### src/rtl/mem_port_arbiter_pkg.sv
`default_nettype none
// ============================================================================
// Module   : mem_port_arbiter_pkg
// Purpose  : Shared widths, owner/state encodings and the fetch word-select
//            helper for the unified memory port arbiter.
// Ports    : none (package)
// Revision : 1.0 - initial release
// ============================================================================
package mem_port_arbiter_pkg;

  localparam int INST_W = 32;
  localparam int DATA_W = 64;

  // Which pipeline stage owns the outstanding transaction.
  typedef enum logic {
    OWN_IF = 1'b0,
    OWN_DM = 1'b1
  } owner_e;

  // Arbiter transaction phase.
  typedef enum logic [1:0] {
    IDLE  = 2'd0,
    ISSUE = 2'd1,
    WAIT  = 2'd2
  } state_e;

  // A doubleword response carries two instructions; byte-address bit 2
  // picks the upper or lower word.
  function automatic logic [INST_W-1:0] fetch_word(
    input logic [DATA_W-1:0] dword,
    input logic              hi_sel
  );
    fetch_word = hi_sel ? dword[63:32] : dword[31:0];
  endfunction

endpackage
`default_nettype wire

### src/rtl/mem_port_prio.sv
`default_nettype none
// ============================================================================
// Module   : mem_port_prio
// Purpose  : Combinational fetch/data priority selector with a saturating
//            data-grant streak counter that forces a waiting fetch ahead
//            after MAX_DM_STREAK consecutive data grants.
// Ports    : clk, rst_n       - clock, async active-low reset
//            arb_en           - arbitration allowed this cycle (parent idle)
//            if_req, if_flush - fetch request and redirect kill
//            dm_req           - data request
//            grant_if         - fetch wins this cycle
//            grant_dm         - data wins this cycle
// Revision : 1.0 - initial release
// ============================================================================
module mem_port_prio #(
  parameter int MAX_DM_STREAK = 4
) (
  input  logic clk,
  input  logic rst_n,
  input  logic arb_en,
  input  logic if_req,
  input  logic if_flush,
  input  logic dm_req,
  output logic grant_if,
  output logic grant_dm
);

  localparam int STREAK_W = $clog2(MAX_DM_STREAK + 1);
  localparam logic [STREAK_W-1:0] c_max_streak = STREAK_W'(MAX_DM_STREAK);

  logic [STREAK_W-1:0] r_streak;
  logic                w_dm_allowed;
  logic                w_streak_full;

  assign w_streak_full = (r_streak >= c_max_streak);

  // Data has priority unless a fetch has already been passed over too often.
  assign w_dm_allowed = !if_req || !w_streak_full;
  assign grant_dm     = arb_en && dm_req && w_dm_allowed;

  // A flushed fetch is stale, so it must not be granted even if data is idle.
  assign grant_if     = arb_en && !grant_dm && if_req && !if_flush;

  // The streak only counts data grants that actually made a fetch wait; any
  // arbitration cycle without a fetch pending starts the count over.
  always_ff @(posedge clk or negedge rst_n) begin
    if (!rst_n) begin
      r_streak <= '0;
    end else if (arb_en) begin
      if (grant_if || !if_req) begin
        r_streak <= '0;
      end else if (grant_dm && !w_streak_full) begin
        r_streak <= r_streak + 1'b1;
      end
    end
  end

endmodule
`default_nettype wire

### src/rtl/mem_port_arbiter.sv
`default_nettype none
// ============================================================================
// Module   : mem_port_arbiter
// Purpose  : Shares one unified memory port between instruction fetch (IF,
//            read-only) and the data stage (MEM, ld/sd). Keeps a single
//            transaction outstanding and routes the response to its owner.
// Ports    : clk, rst_n                        - clock, async active-low reset
//            if_req/if_addr/if_flush           - fetch request side
//            if_gnt/if_rvalid/if_rdata         - fetch grant and response
//            dm_req/dm_we/dm_addr/dm_wdata     - data request side
//            dm_gnt/dm_rvalid/dm_rdata         - data grant and response
//            mem_req/mem_we/mem_addr/mem_wdata - memory request (held to ready)
//            mem_ready/mem_rvalid/mem_rdata    - memory handshake and response
// Revision : 1.0 - initial release
// ============================================================================
module mem_port_arbiter
  import mem_port_arbiter_pkg::*;
#(
  parameter int ADDR_W        = 64,
  parameter int MAX_DM_STREAK = 4
) (
  input  logic              clk,
  input  logic              rst_n,
  // fetch side
  input  logic              if_req,
  input  logic [ADDR_W-1:0] if_addr,
  input  logic              if_flush,
  output logic              if_gnt,
  output logic              if_rvalid,
  output logic [INST_W-1:0] if_rdata,
  // data side
  input  logic              dm_req,
  input  logic              dm_we,
  input  logic [ADDR_W-1:0] dm_addr,
  input  logic [DATA_W-1:0] dm_wdata,
  output logic              dm_gnt,
  output logic              dm_rvalid,
  output logic [DATA_W-1:0] dm_rdata,
  // memory side
  output logic              mem_req,
  output logic              mem_we,
  output logic [ADDR_W-1:0] mem_addr,
  output logic [DATA_W-1:0] mem_wdata,
  input  logic              mem_ready,
  input  logic              mem_rvalid,
  input  logic [DATA_W-1:0] mem_rdata
);

  state_e              r_state;
  owner_e              r_owner;
  logic [ADDR_W-1:0]   r_addr;
  logic                r_we;
  logic [DATA_W-1:0]   r_wdata;
  logic                r_drop;
  logic                r_mem_req;
  logic                r_if_rvalid;
  logic                r_dm_rvalid;
  logic [INST_W-1:0]   r_if_rdata;
  logic [DATA_W-1:0]   r_dm_rdata;

  logic                w_arb_en;
  logic                w_grant_if;
  logic                w_grant_dm;
  logic                w_if_kill;

  // Grants are combinational from the requests, so they are also masked by
  // reset to keep every output low while rst_n is asserted.
  assign w_arb_en = rst_n && (r_state == IDLE);

  mem_port_prio #(
    .MAX_DM_STREAK (MAX_DM_STREAK)
  ) u_prio (
    .clk      (clk),
    .rst_n    (rst_n),
    .arb_en   (w_arb_en),
    .if_req   (if_req),
    .if_flush (if_flush),
    .dm_req   (dm_req),
    .grant_if (w_grant_if),
    .grant_dm (w_grant_dm)
  );

  // A redirect only matters while the outstanding transaction is a fetch.
  assign w_if_kill = if_flush && (r_owner == OWN_IF);

  always_ff @(posedge clk or negedge rst_n) begin
    if (!rst_n) begin
      r_state     <= IDLE;
      r_owner     <= OWN_IF;
      r_addr      <= '0;
      r_we        <= 1'b0;
      r_wdata     <= '0;
      r_drop      <= 1'b0;
      r_mem_req   <= 1'b0;
      r_if_rvalid <= 1'b0;
      r_dm_rvalid <= 1'b0;
      r_if_rdata  <= '0;
      r_dm_rdata  <= '0;
    end else begin
      // Response valids are single-cycle pulses.
      r_if_rvalid <= 1'b0;
      r_dm_rvalid <= 1'b0;

      case (r_state)
        IDLE: begin
          if (w_grant_dm) begin
            r_owner   <= OWN_DM;
            r_addr    <= dm_addr;
            r_we      <= dm_we;
            r_wdata   <= dm_wdata;
            r_drop    <= 1'b0;
            r_mem_req <= 1'b1;
            r_state   <= ISSUE;
          end else if (w_grant_if) begin
            r_owner   <= OWN_IF;
            r_addr    <= if_addr;
            r_we      <= 1'b0;
            r_wdata   <= '0;
            r_drop    <= 1'b0;
            r_mem_req <= 1'b1;
            r_state   <= ISSUE;
          end
        end

        ISSUE: begin
          if (w_if_kill) begin
            r_drop <= 1'b1;
          end
          if (mem_ready) begin
            r_mem_req <= 1'b0;
            r_state   <= WAIT;
          end
        end

        WAIT: begin
          if (w_if_kill) begin
            r_drop <= 1'b1;
          end
          if (mem_rvalid) begin
            r_state <= IDLE;
            r_drop  <= 1'b0;
            if (r_owner == OWN_DM) begin
              // A store acknowledge returns zero data.
              r_dm_rvalid <= 1'b1;
              r_dm_rdata  <= r_we ? '0 : mem_rdata;
            end else if (!(r_drop || if_flush)) begin
              // Dropped fetches are consumed silently and leave the last
              // delivered instruction on if_rdata.
              r_if_rvalid <= 1'b1;
              r_if_rdata  <= fetch_word(mem_rdata, r_addr[2]);
            end
          end
        end

        default: begin
          r_state   <= IDLE;
          r_mem_req <= 1'b0;
        end
      endcase
    end
  end

  assign if_gnt    = w_grant_if;
  assign dm_gnt    = w_grant_dm;

  // A redirect arriving with the registered pulse still kills it.
  assign if_rvalid = r_if_rvalid && !if_flush;
  assign if_rdata  = r_if_rdata;
  assign dm_rvalid = r_dm_rvalid;
  assign dm_rdata  = r_dm_rdata;

  assign mem_req   = r_mem_req;
  assign mem_we    = r_we;
  assign mem_addr  = r_addr;
  assign mem_wdata = r_wdata;

endmodule
`default_nettype wire

### config.mk
export PLATFORM = sky130hd
export DESIGN_NAME = mem_port_arbiter
export DESIGN_NICKNAME = d
export VERILOG_FILES = /design/src/rtl/mem_port_arbiter_pkg.sv /design/src/rtl/mem_port_prio.sv /design/src/rtl/mem_port_arbiter.sv
export SDC_FILE = /design/constraint.sdc
export NUM_CORES = 1
export LEC_CHECK = 0
export CAP_MARGIN = 10
export CORE_AREA = 3 3 188 190
export CTS_BUF_LIST = sky130_fd_sc_hd__clkbuf_16
export DETAILED_ROUTE_END_ITERATION = 10
export DIE_AREA = 0 0 191 193
export GPL_TIMING_DRIVEN = 1
export PLACE_DENSITY_LB_ADDON = 0.15
export SETUP_SLACK_MARGIN = 0.3
export SLEW_MARGIN = 30
export SYNTH_ARGS = -nofsm -noshare
export SYNTH_HDL_FRONTEND = slang
export SYNTH_SLANG_ARGS = --single-unit
### constraint.sdc
create_clock -name clk -period 5 [get_ports clk]
set_clock_uncertainty 0.1 [all_clocks]
set_input_delay 1 -clock clk [delete_from_list [all_inputs] [get_ports clk]]
set_output_delay 1 -clock clk [all_outputs]
set_load 0.01 [all_outputs]
==> metrics.md, run 1 <==
| Metric | Value |
|---|---|
| Cell with the most instances after synthesis | `dfrtp_1` |
| Post-Synthesis Cells | `842` |
| RR Endpoint | `mem_addr[7]$_DFFE_PN0P_` |
| HP Class | `register to register` |
| Number of search-and-repair iterations in the first detailed-routing pass | `8` |
| Register bit count reported by yosys | `235` |
| Fraction of the yosys area taken by sequential cells | `61.2%` |
| Weighted congestion reported at the end of routability-driven placement | `0.794` |
| Quantity of gates resized following cts | `0` |
| Final wirelength | `37900 um` |
| Number of maximum-capacitance constraint violations | `0` |
| Standard-cell row count | `67` |
| FF-to-FF path depth | `7` |
| Routed via count divided by cell count | `4.73` |
| Fin nets | `1583` |
| Setup crit end kind | `output pin` |
| Post-layout min period | `3950 ps` |
| Finished Cell Area | `15800 sq um` |
| Mean post-synth cell area | `11.4 sq um` |
| Leak Pwr | `7.07 nW` |
| Compound-gate portion of the synthesized area | `19.1%` |
| Total placed instance area | `14900 sq um` |
| Top cells by instance count after synthesis | `235 x dfrtp_1, 71 x inv_1, 71 x nand2_1, 68 x o21ai_0, 67 x nand2b_1` |
| Cells taking the most area after synthesis | `dfrtp_1 61%, a222oi_1 6.7%, a22o_1 5.9%` |
| DR WL/cell | `21.2 um` |
| Distinct cell type count of the synthesized netlist | `31` |
| Actual transition at the worst max-transition pin | `882 ps` |
| Clock tree root buffer cell | `clkbuf_16` |
| DP Wirelength | `27600 um` |
| Initial antenna violation count | `4` |
| Die Wd | `191 um` |
| Setup slack on the worst flop-to-flop path | `2360 ps` |
| FMAX | `253 MHz` |
| Source of the critical timing path | `if_flush` |
| Count of flip-flops with a built-in enable after synthesis | `0` |
| Classification of the worst setup path | `input pin to output pin` |
| Worst-case vdd ir drop | `0.302 mV` |
| Overflow left after global routing | `0` |
| DR WL met3 | `3750 um` |
| TritonCTS sink count | `235` |
| Synthesized Nets | `1113` |
| Initial detailed-routing violation count | `699` |
| Share of cell area taken by muxes after synthesis | `3.33%` |
| Dominant combinational cell family by area after synthesis | `compound AO/OA/AOI/OAI gates` |
| Cts-stage hold buffer count | `0` |
| Outcome | `complete, no violations` |
| Post-synthesis instance area | `9610 sq um` |
| Arr. time, crit path | `2850 ps` |
| Arithmetic-cell share of the synthesized area counting full adders, half adders and majority gates | `0.911%` |
| Fraction of synthesized cell area in xor and xnor cells | `0%` |
| Pwr per Cell Area | `582 nW/um^2` |
| Total Die Area | `36900 sq um` |
| Synthesized-area fraction occupied by and/or/nand/nor cells | `9.35%` |
| Standard cell core area | `33600 sq um` |
| Layout overhead on the synthesized area | `64.2%` |
| Wire length the detailed router placed on met1 | `13900 um` |
| Crit path max fanout | `6` |
| Count of buffers added by post-CTS timing repair for setup | `0` |
| GRT Resource Usage Total | `19.6%` |
| IO Pins | `494` |
| Post-detailed-route count of antenna-violating nets | `0` |
| Final sum of negative setup slack | `0 ps` |
| Highest routed layer | `met5` |
| Vias post-DR | `8436` |
| Max Buffers Root-to-Sink | `3` |
| Number of warnings issued by yosys | `0` |
| Die Y-Extent | `193 um` |
| Clock transition at the register clock pins on the worst setup and hold paths after CTS | `60 ps` |
| Type of origin of the critical path | `input pin` |
| Top cell type by total area after synthesis | `dfrtp_1` |
| CTS tree | `built` |
| R2r startpoint | `r_state[1]$_DFFE_PN0P_` |
| Final clock period utilization by the worst path | `78.9%` |
| Pin count of the biggest net entering global routing | `78` |
| Fraction of final layout cells sized beyond drive strength 1 | `4.80%` |
| Final Hold Vio Count | `0` |
| Relative max-transition margin | `41.2%` |
| Detail Route met2 WL | `19500 um` |
| Post-synth top flop | `dfrtp_1` |
| DRC violation count after routing | `0` |
| Worst EP required | `3900 ps` |
| Termination of the worst setup path | `if_gnt` |
| Unrepaired setup endpoints after global routing | `false` |
| Pins over their slew limit | `0` |
| Final count of negative-setup-slack endpoints | `0` |
| Synth top area share | `61.2%` |
| CTS H-tree depth | `1` |
| Vias in the first global route | `8594` |
| Count of port buffers added during placement | `493` |
| First-pass GRT wire length | `55300 um` |
| Async S/R FF share, synth | `100%` |
| Num CTS Buffers | `28` |
| Skew-Pair Late Insertion Delay | `550 ps` |
| Initial Utilization | `28.6%` |
==> registers in the layout (all words and copies together) (netlist names) <==
signal	flops
dm_rdata	64
mem_we	1
mem_req	1
dm_rvalid	1
r_drop	1
r_state	2
mem_addr	64
r_owner	1
r_if_rvalid	1
if_rdata	32
u_prio.r_streak	3
mem_wdata	64
==> logic make-up (layout without fill, tap and decap cells) <==
group,count (synthesis),after routing
flops,235,235
buf+inv,138,630
fa+ha+maj,7,7
compound gates,244,244
mux,32,32
other cells,0,3
simple gates,186,186
==> stage by stage <==
step,util [%],power [W],hold slack (ps),setup slack [ps],instances
after floorplan,-,0.00493,374,2130,842
after global placement,44.5,0.00740,363,1040,1730
after detailed placement,44.5,0.00745,370,1010,1730
after CTS,46.9,0.00934,383,1000,1782
after global routing,46.9,0.00978,405,947,1782
final,46.9,0.00918,377,1050,1785
==> worst max-delay path, cell delays in order <==
cell	delay [ps]
clkdlybuf4s50_1	550
nand2b_1	300
nor3b_4	220
clkdlybuf4s50_1	770
==> where the power goes <==
group	internal [W]	switching [W]	total (W)
Combinational	0.00229	0.00181	0.00410
Clock	0.00101	0.000823	0.00184
Sequential	0.00275	0.000493	0.00325
==> cell usage in the layout, fill, tap and decap left out, types with 3 or more instances in the layout <==
cell type,instances
mux2i_1,32
nor2_1,35
ha_1,7
nand2b_1,67
dfrtp_1,234
a21oi_1,34
clkbuf_16,28
nor2b_1,5
a22o_1,65
buf_4,11
inv_1,78
diode_2,3
nand2_1,71
clkinv_1,6
a222oi_1,64
o21ai_0,68
clkdlybuf4s50_1,492
clkinv_2,9
==> worst min-delay path by stage <==
stage / startpoint / endpoint / cells after the start
final: dm_rdata[56]$_DFFE_PN0P_ / dm_rdata[56]$_DFFE_PN0P_ / 2
after global routing: dm_rdata[52]$_DFFE_PN0P_ / dm_rdata[52]$_DFFE_PN0P_ / 2
after CTS: dm_rdata[56]$_DFFE_PN0P_ / dm_rdata[56]$_DFFE_PN0P_ / 2
after detailed placement: dm_rdata[27]$_DFFE_PN0P_ / dm_rdata[27]$_DFFE_PN0P_ / 2
after global placement: dm_rdata[4]$_DFFE_PN0P_ / dm_rdata[4]$_DFFE_PN0P_ / 2
after floorplan: u_prio.r_streak[0]$_DFFE_PN0P_ / u_prio.r_streak[0]$_DFFE_PN0P_ / 2
==> final cells by class <==
type	instances	area, sq um
clock inverter	24	118
clock buffer	28	701
sequential	235	5880
tap	448	561
timing repair buffer	507	5060
fill	3132	17800
inverter	71	267
antenna	3	7.51
multi-input combinational	469	3180
==> routing by layer <==
metal,up-vias,GRT usage [%]
li1,3956,-
met1,4089,22.5
met2,343,35.2
met3,44,7.07
met4,4,4.06
met5,-,0
No activity file was read; power rests on OpenSTA's default activity.
==> run 2, diff against run 1 <==
==> constraint.sdc (replaced) <==
create_clock -name clk -period 3.32 [get_ports clk]
set_clock_uncertainty 0.1 [all_clocks]
set_input_delay 0.664 -clock clk [delete_from_list [all_inputs] [get_ports clk]]
set_output_delay 0.664 -clock clk [all_outputs]
set_load 0.01 [all_outputs]
==> metrics.md, run 2 (same netlist as run 1, synthesis figures left out) <==
| Metric | Value |
|---|---|
| GRT Resource Usage Total | `19.5% (-0.074 points)` |
| HP Class | `input pin to asynchronous set/reset pin` |
| Skew-Pair Late Insertion Delay | `530 ps (-20 ps)` |
| Final clock period utilization by the worst path | `85.3%` |
| Pin count of the biggest net entering global routing | `141 (+81%)` |
| Clock transition at the register clock pins on the worst setup and hold paths after CTS | `50 ps (about the same)` |
| GRT Max-Usage Layer | `met2` |
| Filler cell count in the final layout | `3149 (+0.54%)` |
| GR met2 Demand/Resource | `34.6% (-0.68 points)` |
| Die Wd | `191 um (unchanged)` |
| Weighted congestion reported at the end of routability-driven placement | `0.777 (-2.2%)` |
| Most used cells in the layout excluding fill and tap cells | `490 x clkdlybuf4s50_1, 234 x dfrtp_1, 76 x inv_1, 70 x nand2_1, 68 x o21ai_0` |
| Area of the multi-input gates | `3180 sq um (+0.16%)` |
| Fraction of final layout cells sized beyond drive strength 1 | `5.10% (+0.30 points)` |
| CTS tree | `built` |
| FF-to-FF path depth | `7 (unchanged)` |
| IO Pins | `494 (unchanged)` |
| Leak Pwr | `7.11 nW (+0.49%)` |
| GR met1 Demand/Resource | `22.5% (about the same)` |
| Final Hold Vio Count | `0 (unchanged)` |
| Outcome | `complete, no violations` |
| Number of maximum-capacitance constraint violations | `0 (unchanged)` |
| Total Die Area | `36900 sq um (unchanged)` |
| Overflow left after global routing | `0 (unchanged)` |
| Count of port buffers added during placement | `493 (unchanged)` |
| Relative max-transition margin | `45.3% (+4.1 points)` |
| Die Y-Extent | `193 um (unchanged)` |
| Cts-stage hold buffer count | `0 (unchanged)` |
| Sequential cell area | `5880 sq um (unchanged)` |
| Actual transition at the worst max-transition pin | `820 ps (-61.7 ps)` |
| Classification of the worst setup path | `input pin to output pin` |
| Final wirelength | `37900 um (about the same)` |
| Arr. time, crit path | `2070 ps (-780 ps)` |
| Final count of negative-setup-slack endpoints | `0 (unchanged)` |
| DP Wirelength | `27700 um (+0.36%)` |
| Clock tree root buffer cell | `clkbuf_16` |
| Post-detailed-route count of antenna-violating nets | `0 (unchanged)` |
| Cell Count, Final, Fillers Out | `1787 (+0.11%)` |
| Vias in the first global route | `8585 (-0.10%)` |
| Pwr per Cell Area | `881 nW/um^2 (+51%)` |
| Standard cell core area | `33600 sq um (unchanged)` |
| Global-route met3 utilization | `6.78% (-0.29 points)` |
| Max Buffers Root-to-Sink | `3 (unchanged)` |
| Post-layout min period | `2830 ps` |
| Num CTS Buffers | `29 (+3.6%)` |
| Number of search-and-repair iterations in the first detailed-routing pass | `9 (+1)` |
| Count of placed standard cells including taps | `1729 (-0.058%)` |
| First-pass GRT wire length | `54900 um (-0.70%)` |
| Final core utilization | `47.2% (+0.30 points)` |
| Standard-cell row count | `67 (unchanged)` |
| CTS H-tree depth | `1 (unchanged)` |
| FMAX | `353 MHz` |
| Leading cell type in the layout, fill and taps excluded | `clkdlybuf4s50_1` |
| Pins over their slew limit | `0 (unchanged)` |
| Worst-case vdd ir drop | `0.430 mV (+42%)` |
| Initial detailed-routing violation count | `696 (-0.43%)` |
| Type of origin of the critical path | `input pin` |
| Initial Utilization | `28.6% (unchanged)` |
| Final sum of negative setup slack | `0 ps (unchanged)` |
| Worst EP required | `2560 ps (-1340 ps)` |
| Fin nets | `1583 (unchanged)` |
| Routed via count divided by cell count | `4.72 (-0.14%)` |
| Initial antenna violation count | `3 (-1)` |
| Unrepaired setup endpoints after global routing | `false` |
| Layout overhead on the synthesized area | `65.2%` |
| Crit path max fanout | `6 (unchanged)` |
| DRC violation count after routing | `0 (unchanged)` |
| Setup crit end kind | `output pin` |
| Vias post-DR | `8434 (-0.024%)` |
| TritonCTS sink count | `235 (unchanged)` |
| DR WL/cell | `21.2 um (-0.11%)` |
run 2: repair_timing:
| item | 4_1_cts | 5_1_grt |
|---|---|---|
| buffers inserted | 0 | 0 |
| gates resized for setup | 2 | 1 |
| endpoints found under the setup margin | 1 | 2 |
run 2: metrics by stage:
stage	total power (W)	instance area, sq um	hold slack [ps]	setup WS [ps]
6_report	0.0140	15900	142	488
5_1_grt	0.0149	15900	181	371
4_1_cts	0.0142	15900	149	391
3_5_place_dp	0.0112	15000	370	315
3_3_place_gp	0.0112	15000	363	327
2_1_floorplan	0.00743	9610	268	1120
run 2: routing by layer:
metal / vias up / part of all wire, %
met5: - / 0
li1: 3935 / -
met4: 0 / 2.5
met3: 49 / 9.8
met1: 4081 / 37
met2: 369 / 51
run 2: layout make-up:
cell class	count	area share, %
diodes	5	0.0788
clock buffers	29	4.57
clock inverters	24	0.875
inverters	71	1.68
multi-input cells	469	20.0
flip-flops and latches	235	37.0
well taps	448	3.53
repair buffers	506	32.2
run 2: path summary, 6_finish.rpt:
kind / startpoint / endpoint / slack [ps]
max: if_flush / if_gnt / 490
min: rst_n / r_drop$_DFFE_PN0P_ / 140
max reg2reg: r_state[0]$_DFFE_PN0P_ / mem_addr[49]$_DFFE_PN0P_ / 1040
min reg2reg: dm_rdata[52]$_DFFE_PN0P_ / dm_rdata[52]$_DFFE_PN0P_ / 380
max in group asynchronous: rst_n / if_rdata[23]$_DFFE_PN0P_ / 1740
min in group clk: dm_rdata[52]$_DFFE_PN0P_ / dm_rdata[52]$_DFFE_PN0P_ / 380
run 2: worst max-delay path, stage by stage:
cell and delay, ps:
clkdlybuf4s50_1 570, nand2b_1 310, nor3b_4 350, buf_12 170
run 2: power by group:
part	internal, W	total (W)	switching [W]
sequential	0.00415	0.00495	0.000803
clock	0.00166	0.00290	0.00124
combinational	0.00346	0.00614	0.00268
==> run 3, diff against run 2 <==
--- a/config.mk
+++ b/config.mk
@@ -13,7 +13,7 @@
 export GPL_TIMING_DRIVEN = 1
 export PLACE_DENSITY_LB_ADDON = 0.15
 export SETUP_SLACK_MARGIN = 0.3
-export SLEW_MARGIN = 30
+export SLEW_MARGIN = 20
 export SYNTH_ARGS = -nofsm -noshare
 export SYNTH_HDL_FRONTEND = slang
 export SYNTH_SLANG_ARGS = --single-unit
==> results of run 3 <==
Same layout as run 2: the final DEF is identical, and so are final timing and power.
